<file path="src/rtl/piso_pkg.sv">
// rtl/piso_pkg.sv - shared state encoding and width helpers for the PISO transmit sequencer
package piso_pkg;

  localparam int STATE_W = 2;

  typedef enum logic [STATE_W-1:0] {
    IDLE  = 2'd0,
    SHIFT = 2'd1,
    GAP   = 2'd2
  } state_t;

  // Bits needed to count n distinct values, never less than one.
  function automatic int cnt_w(input int n);
    return (n <= 2) ? 1 : $clog2(n);
  endfunction

endpackage

</file>
<file path="src/rtl/tx_shift_reg.sv">
// rtl/tx_shift_reg.sv - N-bit parallel-load, right-shift, zero-fill register
// Clear wins over load, load wins over shift.
module tx_shift_reg #(
  parameter int N = 4
) (
  input  logic         clk,
  input  logic         reset_al_in,
  input  logic         clr_in,
  input  logic         load_in,
  input  logic         shift_in,
  input  logic [N-1:0] d_in,
  output logic         bit0_out
);

  logic [N-1:0] sr_q;

  always_ff @(posedge clk or negedge reset_al_in) begin
    if (!reset_al_in) begin
      sr_q <= '0;
    end else if (clr_in) begin
      sr_q <= '0;
    end else if (load_in) begin
      sr_q <= d_in;
    end else if (shift_in) begin
      sr_q <= {1'b0, sr_q[N-1:1]};
    end
  end

  assign bit0_out = sr_q[0];

endmodule

</file>
<file path="src/rtl/piso_tx_ctrl.sv">
// rtl/piso_tx_ctrl.sv - transmit sequencer: word handshake, LSB-first shift-out, inter-frame gap, abort
// The enum value GAP is shadowed by the parameter of the same name, so the state is written piso_pkg::GAP.
module piso_tx_ctrl #(
  parameter int N   = 4,
  parameter int GAP = 1
) (
  input  logic         clk,
  input  logic         reset_al_in,
  input  logic [N-1:0] d_in,
  input  logic         d_valid_in,
  output logic         d_ready_out,
  input  logic         abort_in,
  output logic         ser_out,
  output logic         ser_valid_out,
  output logic         first_out,
  output logic         last_out,
  output logic         busy_out
);

  import piso_pkg::*;

  localparam int              BW       = cnt_w(N);
  localparam int              GW       = cnt_w(GAP + 1);
  localparam logic [BW-1:0]   BIT_LAST = BW'(N - 1);
  localparam logic [GW-1:0]   GAP_LAST = GW'((GAP > 0) ? GAP - 1 : 0);

  state_t        state_q;
  state_t        state_d;
  logic [BW-1:0] bit_cnt_q;
  logic [GW-1:0] gap_cnt_q;
  logic          last_bit;
  logic          gap_done;
  logic          accept;
  logic          sr_bit0;
  logic          sr_clr;
  logic          sr_load;
  logic          sr_shift;

  assign last_bit = (state_q == SHIFT) && (bit_cnt_q == BIT_LAST);
  assign gap_done = (gap_cnt_q == GAP_LAST);

  // Ready only in IDLE, or on the final bit when frames may run back-to-back.
  assign d_ready_out = reset_al_in && !abort_in &&
                       ((state_q == IDLE) || ((GAP == 0) && last_bit));
  assign accept      = d_valid_in && d_ready_out;

  always_ff @(posedge clk or negedge reset_al_in) begin
    if (!reset_al_in) begin
      state_q <= IDLE;
    end else begin
      state_q <= state_d;
    end
  end

  always_comb begin
    state_d = state_q;
    case (state_q)
      IDLE: begin
        if (accept) state_d = SHIFT;
      end
      SHIFT: begin
        if (abort_in) begin
          state_d = IDLE;
        end else if (last_bit) begin
          if (accept)       state_d = SHIFT;
          else if (GAP > 0) state_d = piso_pkg::GAP;
          else              state_d = IDLE;
        end
      end
      piso_pkg::GAP: begin
        if (abort_in || gap_done) state_d = IDLE;
      end
      default: state_d = IDLE;
    endcase
  end

  always_comb begin
    sr_clr        = abort_in;
    sr_load       = accept;
    sr_shift      = (state_q == SHIFT);
    ser_valid_out = (state_q == SHIFT);
    ser_out       = (state_q == SHIFT) && sr_bit0;
    first_out     = (state_q == SHIFT) && (bit_cnt_q == '0);
    last_out      = last_bit;
    busy_out      = (state_q != IDLE);
  end

  always_ff @(posedge clk or negedge reset_al_in) begin
    if (!reset_al_in) begin
      bit_cnt_q <= '0;
      gap_cnt_q <= '0;
    end else if (abort_in) begin
      bit_cnt_q <= '0;
      gap_cnt_q <= '0;
    end else begin
      if (accept || last_bit) begin
        bit_cnt_q <= '0;
      end else if (state_q == SHIFT) begin
        bit_cnt_q <= bit_cnt_q + 1'b1;
      end
      if ((state_q == piso_pkg::GAP) && !gap_done) begin
        gap_cnt_q <= gap_cnt_q + 1'b1;
      end else begin
        gap_cnt_q <= '0;
      end
    end
  end

  tx_shift_reg #(
    .N(N)
  ) u_shift_reg (
    .clk         (clk),
    .reset_al_in (reset_al_in),
    .clr_in      (sr_clr),
    .load_in     (sr_load),
    .shift_in    (sr_shift),
    .d_in        (d_in),
    .bit0_out    (sr_bit0)
  );

endmodule

</file>
<file path="config.mk">
export PLATFORM = sky130hd
export DESIGN_NAME = piso_tx_ctrl
export DESIGN_NICKNAME = d
export VERILOG_FILES = /design/src/rtl/piso_pkg.sv /design/src/rtl/tx_shift_reg.sv /design/src/rtl/piso_tx_ctrl.sv
export SDC_FILE = /design/constraint.sdc
export NUM_CORES = 1
export LEC_CHECK = 0
export CAP_MARGIN = 20
export CORE_ASPECT_RATIO = 0.7
export CORE_MARGIN = 3
export CORE_UTILIZATION = 25
export CTS_CLUSTER_DIAMETER = 40
export DETAILED_ROUTE_END_ITERATION = 6
export GPL_TIMING_DRIVEN = 0
export PLACE_DENSITY = 0.44
export SLEW_MARGIN = 20
export SYNTH_ARGS = -nofsm -noshare
export SYNTH_HDL_FRONTEND = slang
export SYNTH_SLANG_ARGS = --single-unit
</file>
<file path="constraint.sdc">
create_clock -name clk -period 1.4 [get_ports clk]
set_input_delay 0.28 -clock clk [delete_from_list [all_inputs] [get_ports clk]]
set_output_delay 0.28 -clock clk [all_outputs]
set_load 0.005 [all_outputs]
</file>
After elaboration in Yosys (flattened, before gate mapping)

Index checks and enable logic that the tools add are counted.

$add $sub $neg: 2
Equal/unequal tests: 6
Multiplexer cells: 14
Bitwise operators: 1
Reduce and logical (&&, ||, !) cells: 16

Operator list:

| kind                | count |
|---|---|
| $mux 2              | 8 |
| $mux 4              | 3 |
| $logic_and 1x1->1   | 7 |
| $pmux 2 s3          | 1 |
| $reduce_bool 3->1   | 2 |
| $eq 2x2->1 const B  | 2 |
| $logic_not 2->1     | 2 |
| $ne 2x2->1 const B  | 2 |
| $ne 3x2->1 const B  | 1 |
| $reduce_and 3->1    | 1 |
| $add 2x1->2 const B | 1 |
| $eq 2x1->1 const B  | 1 |
| $logic_or 1x1->1    | 2 |
| $mux 1              | 2 |
| $reduce_bool 2->1   | 1 |
| $add 1x1->1 const B | 1 |
| $logic_not 1->1     | 1 |
| $not 1->1           | 1 |

Flip-flop bits (word level): 9
Input bits: 8
Output and inout port bits: 6
Word-level logic and storage cells: 43

Logic depth before layout (Yosys ltp)

Word-level depth: 8
Mapped depth: 5
Depth with buffers taken out: 4

By module

From an unflattened synthesis, not the netlist that was laid out.

Cells, all modules: 45
Area total of the unflattened synthesis: 493.0 µm²

Modules (own cells, without submodules):

| module       | times used | cells each | area each (µm²) | sequential area each (µm²) |
|---|---|---|---|---|
| piso_tx_ctrl | 1          | 28         | 300.3           | 125.1 |
| tx_shift_reg | 1          | 17         | 192.7           | 100.1 |

Worst setup path before layout

Ideal clock, no wire load.

Path type: reg2reg
From: register state_q[1]
To: register u_shift_reg.sr_q[0]
Library setup time: 0.124 ns
Data arrival time: 1.158 ns
Required time: 1.276 ns
Path slack: 0.117 ns
Cell stages (with the launch flop): 5
Buffers on the path: 1
Period minus slack after synthesis: 1.283 ns
Cell sequence: dfrtp_1 nor4b_4 and2_0 buf_4 o31ai_1

Word-level cells in the longest chain between the ends: 5
Elaborated cells on any way between the ends: 7
Those cells by class: 1 x eq/ne; 2 x mux; 4 x reduce/logical

Ends and longest elaborated chain:

| element                  | line               | RTL |
|---|---|---|
| start: declaration       | piso_tx_ctrl.sv:27 | `state_t state_q;` |
| start signal: assignment | piso_tx_ctrl.sv:51 | `state_q <= state_d;` |
| $logic_not 2->1 (*)      | piso_tx_ctrl.sv:44 | `((state_q == IDLE) \|\| ((GAP == 0) && last_bit));` |
| $logic_and 1x1->1 (*)    | piso_tx_ctrl.sv:43 | `assign d_ready_out = reset_al_in && !abort_in &&` |
| via d_ready_out          | piso_tx_ctrl.sv:11 | `output logic d_ready_out,` |
| $logic_and 1x1->1 (*)    | piso_tx_ctrl.sv:45 | `assign accept = d_valid_in && d_ready_out;` |
| $mux 4                   | tx_shift_reg.sv:22 | `end else if (load_in) begin` |
| $mux 4                   | tx_shift_reg.sv:20 | `end else if (clr_in) begin` |
| end signal: assignment   | tx_shift_reg.sv:23 | `sr_q <= d_in;` |
| end signal: assignment   | tx_shift_reg.sv:25 | `sr_q <= {1'b0, sr_q[N-1:1]};` |
| end: declaration         | tx_shift_reg.sv:15 | `logic [N-1:0] sr_q;` |

Mark *: on every way through the listed nets, which the timed path passes. The rest lies on a longest branch.
A chain may end at the register's enable or synchronous reset.

Worst setup path after layout

From: register state_q[1]
To: output port d_ready_out

Word-level cells in the longest chain between the ends: 2

Ends and longest elaborated chain:

| element           | line |
|---|---|
| $logic_not 2->1   | piso_tx_ctrl.sv:44 |
| $logic_and 1x1->1 | piso_tx_ctrl.sv:43 |
| end: declaration  | piso_tx_ctrl.sv:11 |

Every way passes these cells.

==> results.ini <==
[status]
outcome=finished, violations left
violations=setup timing

[worst_setup_path]
reg2reg_to=u_shift_reg.sr_q[3]
start_kind=register
startpoint=state_q[1]
endpoint=d_ready_out
r2r_setup_slack_ns=0.03
r2r-start=state_q[1]
cp_data_required_time_ns=1.12
end_kind=output port
crit_arrival_ns=1.18
crit_fanout=3
reg2regPathDepth=5
path_class=register to output port

[layout]
final_layout_size_suffix_gt1_share_pct=57.1
area_delta_synth_final_pct=62.4
nNetsFinal=81
insertedDiodeCount=0
fin_util_pct=44.0
nFillCells=188

[timing]
hold_violations=0
fin_crit_ns=1.46
timing.final.ws_setup_ns=-0.0632
min_period_over_period_pct=105
timing.fmax_mhz=683
setup_viol=2
clock_skew_ns=0.00681
maxSlewViolCount=0
rsz0062_at_grt=yes
holdWs_ns=0.273

[grt]
grt_pass1_vias=415
antenna_found_initial=0
grt_max_degree=11
grt_use_total_pct=10.7
grt_first_pass_wirelength_mm=2.00
gr-total-overflow=0

[drt]
ant_nets=0
wire_per_inst_um=13.5
vias=432
drc_errors=0
first_pass_iters=2
vias_per_cell=4.70
drt-initial-drc-count=7
wl_mm=1.24

[hold_path]
min_path_type=input pin to register
whs_path_depth=2

[synthesis]
ys_seq_elements=9
syn_nets=57
ys_warn_count=0
seq_area_frac_synth_pct=43.7
ys_types=22
syn_inst=47
synth_area_um2=515
avgSynthCellArea_um2=11.0

[power]
seqPwrFrac_pct=43.8
peakVddDrop_mv=0.574
p_sw_w=0.000189
clkPwrFrac_pct=30.8
p_sw_share_pct=28.3
p_per_area_nw_per_um2=798
internal_power_w=0.000479
p_total_w=0.000668
leakagePower_nw=0.394
comb_power_share_pct=25.4

[placed_design]
dpl.hpwl_um=759
io_buffers=12
routabilityCongestion=0.694

[clocking]
numClockSinks=9
cts_tree=built
clk_latency_ns=0.26
htreeDepth=1
path_clk_slew_ns=0.06
ctsRootBufferMaster=clkbuf_4
clock_path_buffers=2
cts_made_buffers=3

[floorplan]
die-area_um2=2650
start_util_pct=27.1
dieHeight_um=44.0
rows=13
fp.dieW_um=60.3
io_pins=14
core_area_um2=1900

[run]
maxCapViolations=0

## power groups by stage
stage	sequential [W]	clock, W	combinational (W)
after global routing	0.000294	0.000234	0.000186
after CTS	0.000289	0.000216	0.000164
after floorplan	0.000289	0	0.0000728
final	0.000292	0.000206	0.000170
after global placement	0.000292	0	0.000129
after detailed placement	0.000292	0	0.000128
## critical path, cell delays in order, from the launching register on
cell     delay (ns)
dfrtp_1        0.40
buf_6          0.13
nor4b_4        0.24
buf_2          0.16
## timing repair
action	in CTS	in global routing
hold endpoints to repair	9	0
setup endpoints to repair	13	13
resized for setup	51	10
hold buffers	1	0
pin swaps	8	5
buffers inserted	5	4
## cell families after synthesis
kind of cell | count (synthesis) | share of synthesized area [%]
compound gates | 8 | 15.0
other cells | 1 | 0.727
buf+inv | 9 | 9.46
simple gates | 15 | 20.4
flops | 9 | 43.7
mux | 3 | 5.83
fa+ha+maj | 2 | 4.85
## sequential cells by signal (all words and copies together), names as in the netlist
register	count
bit_cnt_q	2
u_shift_reg.sr_q	4
gap_cnt_q	1
state_q	2
## synthesized netlist by cell type
master / number / area [um^2]
ha_1: 2 / 25.0
nor4b_4: 1 / 23.8
nor3_1: 1 / 5.00
o31ai_1: 3 / 22.5
conb_1: 1 / 3.75
nand2b_1: 1 / 6.26
nand3_1: 4 / 20.0
mux2i_1: 3 / 30.0
nand2_1: 1 / 3.75
o41ai_1: 2 / 17.5
or4_1: 1 / 7.51
a21oi_1: 2 / 10.0
buf_4: 2 / 15.0
inv_1: 6 / 22.5
and2_0: 1 / 6.26
nand3b_1: 1 / 7.51
buf_6: 1 / 11.3
dfrtp_1: 9 / 225
or2_2: 1 / 6.26
a2111oi_4: 1 / 27.5
or2_1: 1 / 6.26
and2_1: 2 / 12.5
## per-layer routing
layer / routed length, um / global-route usage, % / share of wire [%]
met1: 605 / 14.1 / 49
met2: 553 / 15.1 / 45
met3: 82 / 6.25 / 6.6
met4: 0 / 2.65 / 0
met5: 0 / 0 / 0
## cell usage in the layout (no fill, tap or decap)
| master | count |
|---|---|
| o31ai_4 | 2 |
| a21oi_1 | 2 |
| or2_1 | 1 |
| buf_6 | 5 |
| mux2i_1 | 3 |
| o41ai_2 | 2 |
| nand3_1 | 3 |
| or2_2 | 1 |
| nor4b_4 | 1 |
| dfrtp_2 | 1 |
| nor3_1 | 1 |
| nand3_2 | 1 |
| clkdlybuf4s15_2 | 1 |
| clkbuf_1 | 1 |
| nand3b_1 | 1 |
| nand2b_4 | 1 |
| and2_4 | 3 |
| buf_2 | 3 |
| nand2_4 | 1 |
| dfrtp_1 | 8 |
| o31ai_2 | 1 |
| ha_2 | 1 |
| buf_4 | 7 |
| inv_2 | 3 |
| a2111oi_4 | 1 |
| inv_8 | 1 |
| ha_4 | 1 |
| conb_1 | 1 |
| dlygate4sd3_1 | 1 |
| clkbuf_4 | 3 |
| or4_1 | 1 |
| inv_1 | 2 |
| clkdlybuf4s50_1 | 5 |
## layout make-up
type	instances	area, um^2	share of cell area [%]
tap	22	27.5	3.29
sequential	9	226	27.1
multi-input combinational	29	332	39.6
clock buffer	4	26.3	3.14
buffer	1	11.3	1.35
timing repair buffer	21	184	22.0
inverter	6	30.0	3.59
## stage by stage
step	instance area, um^2	setup TNS (ns)	std cells	worst slack, ns
2_1_floorplan	515	0	47	0.117
3_3_place_gp	663	-7.16	81	-0.970
3_5_place_dp	663	-7.21	81	-0.974
4_1_cts	801	-0.601	91	-0.145
5_1_grt	837	-0.504	92	-0.144
6_report	837	-0.110	92	-0.0632
## how the worst min path moves through the flow
stage                              end   startpoint  slack, ns
after floorplan           bit_cnt_q[0]  reset_al_in      -0.02
after global placement    bit_cnt_q[1]     abort_in       0.51
after detailed placement  bit_cnt_q[1]     abort_in       0.50
after CTS                   state_q[1]     abort_in       0.26
after global routing      bit_cnt_q[1]     abort_in       0.27
final                       state_q[1]     abort_in       0.27
No activity file was read; power rests on OpenSTA's default activity.
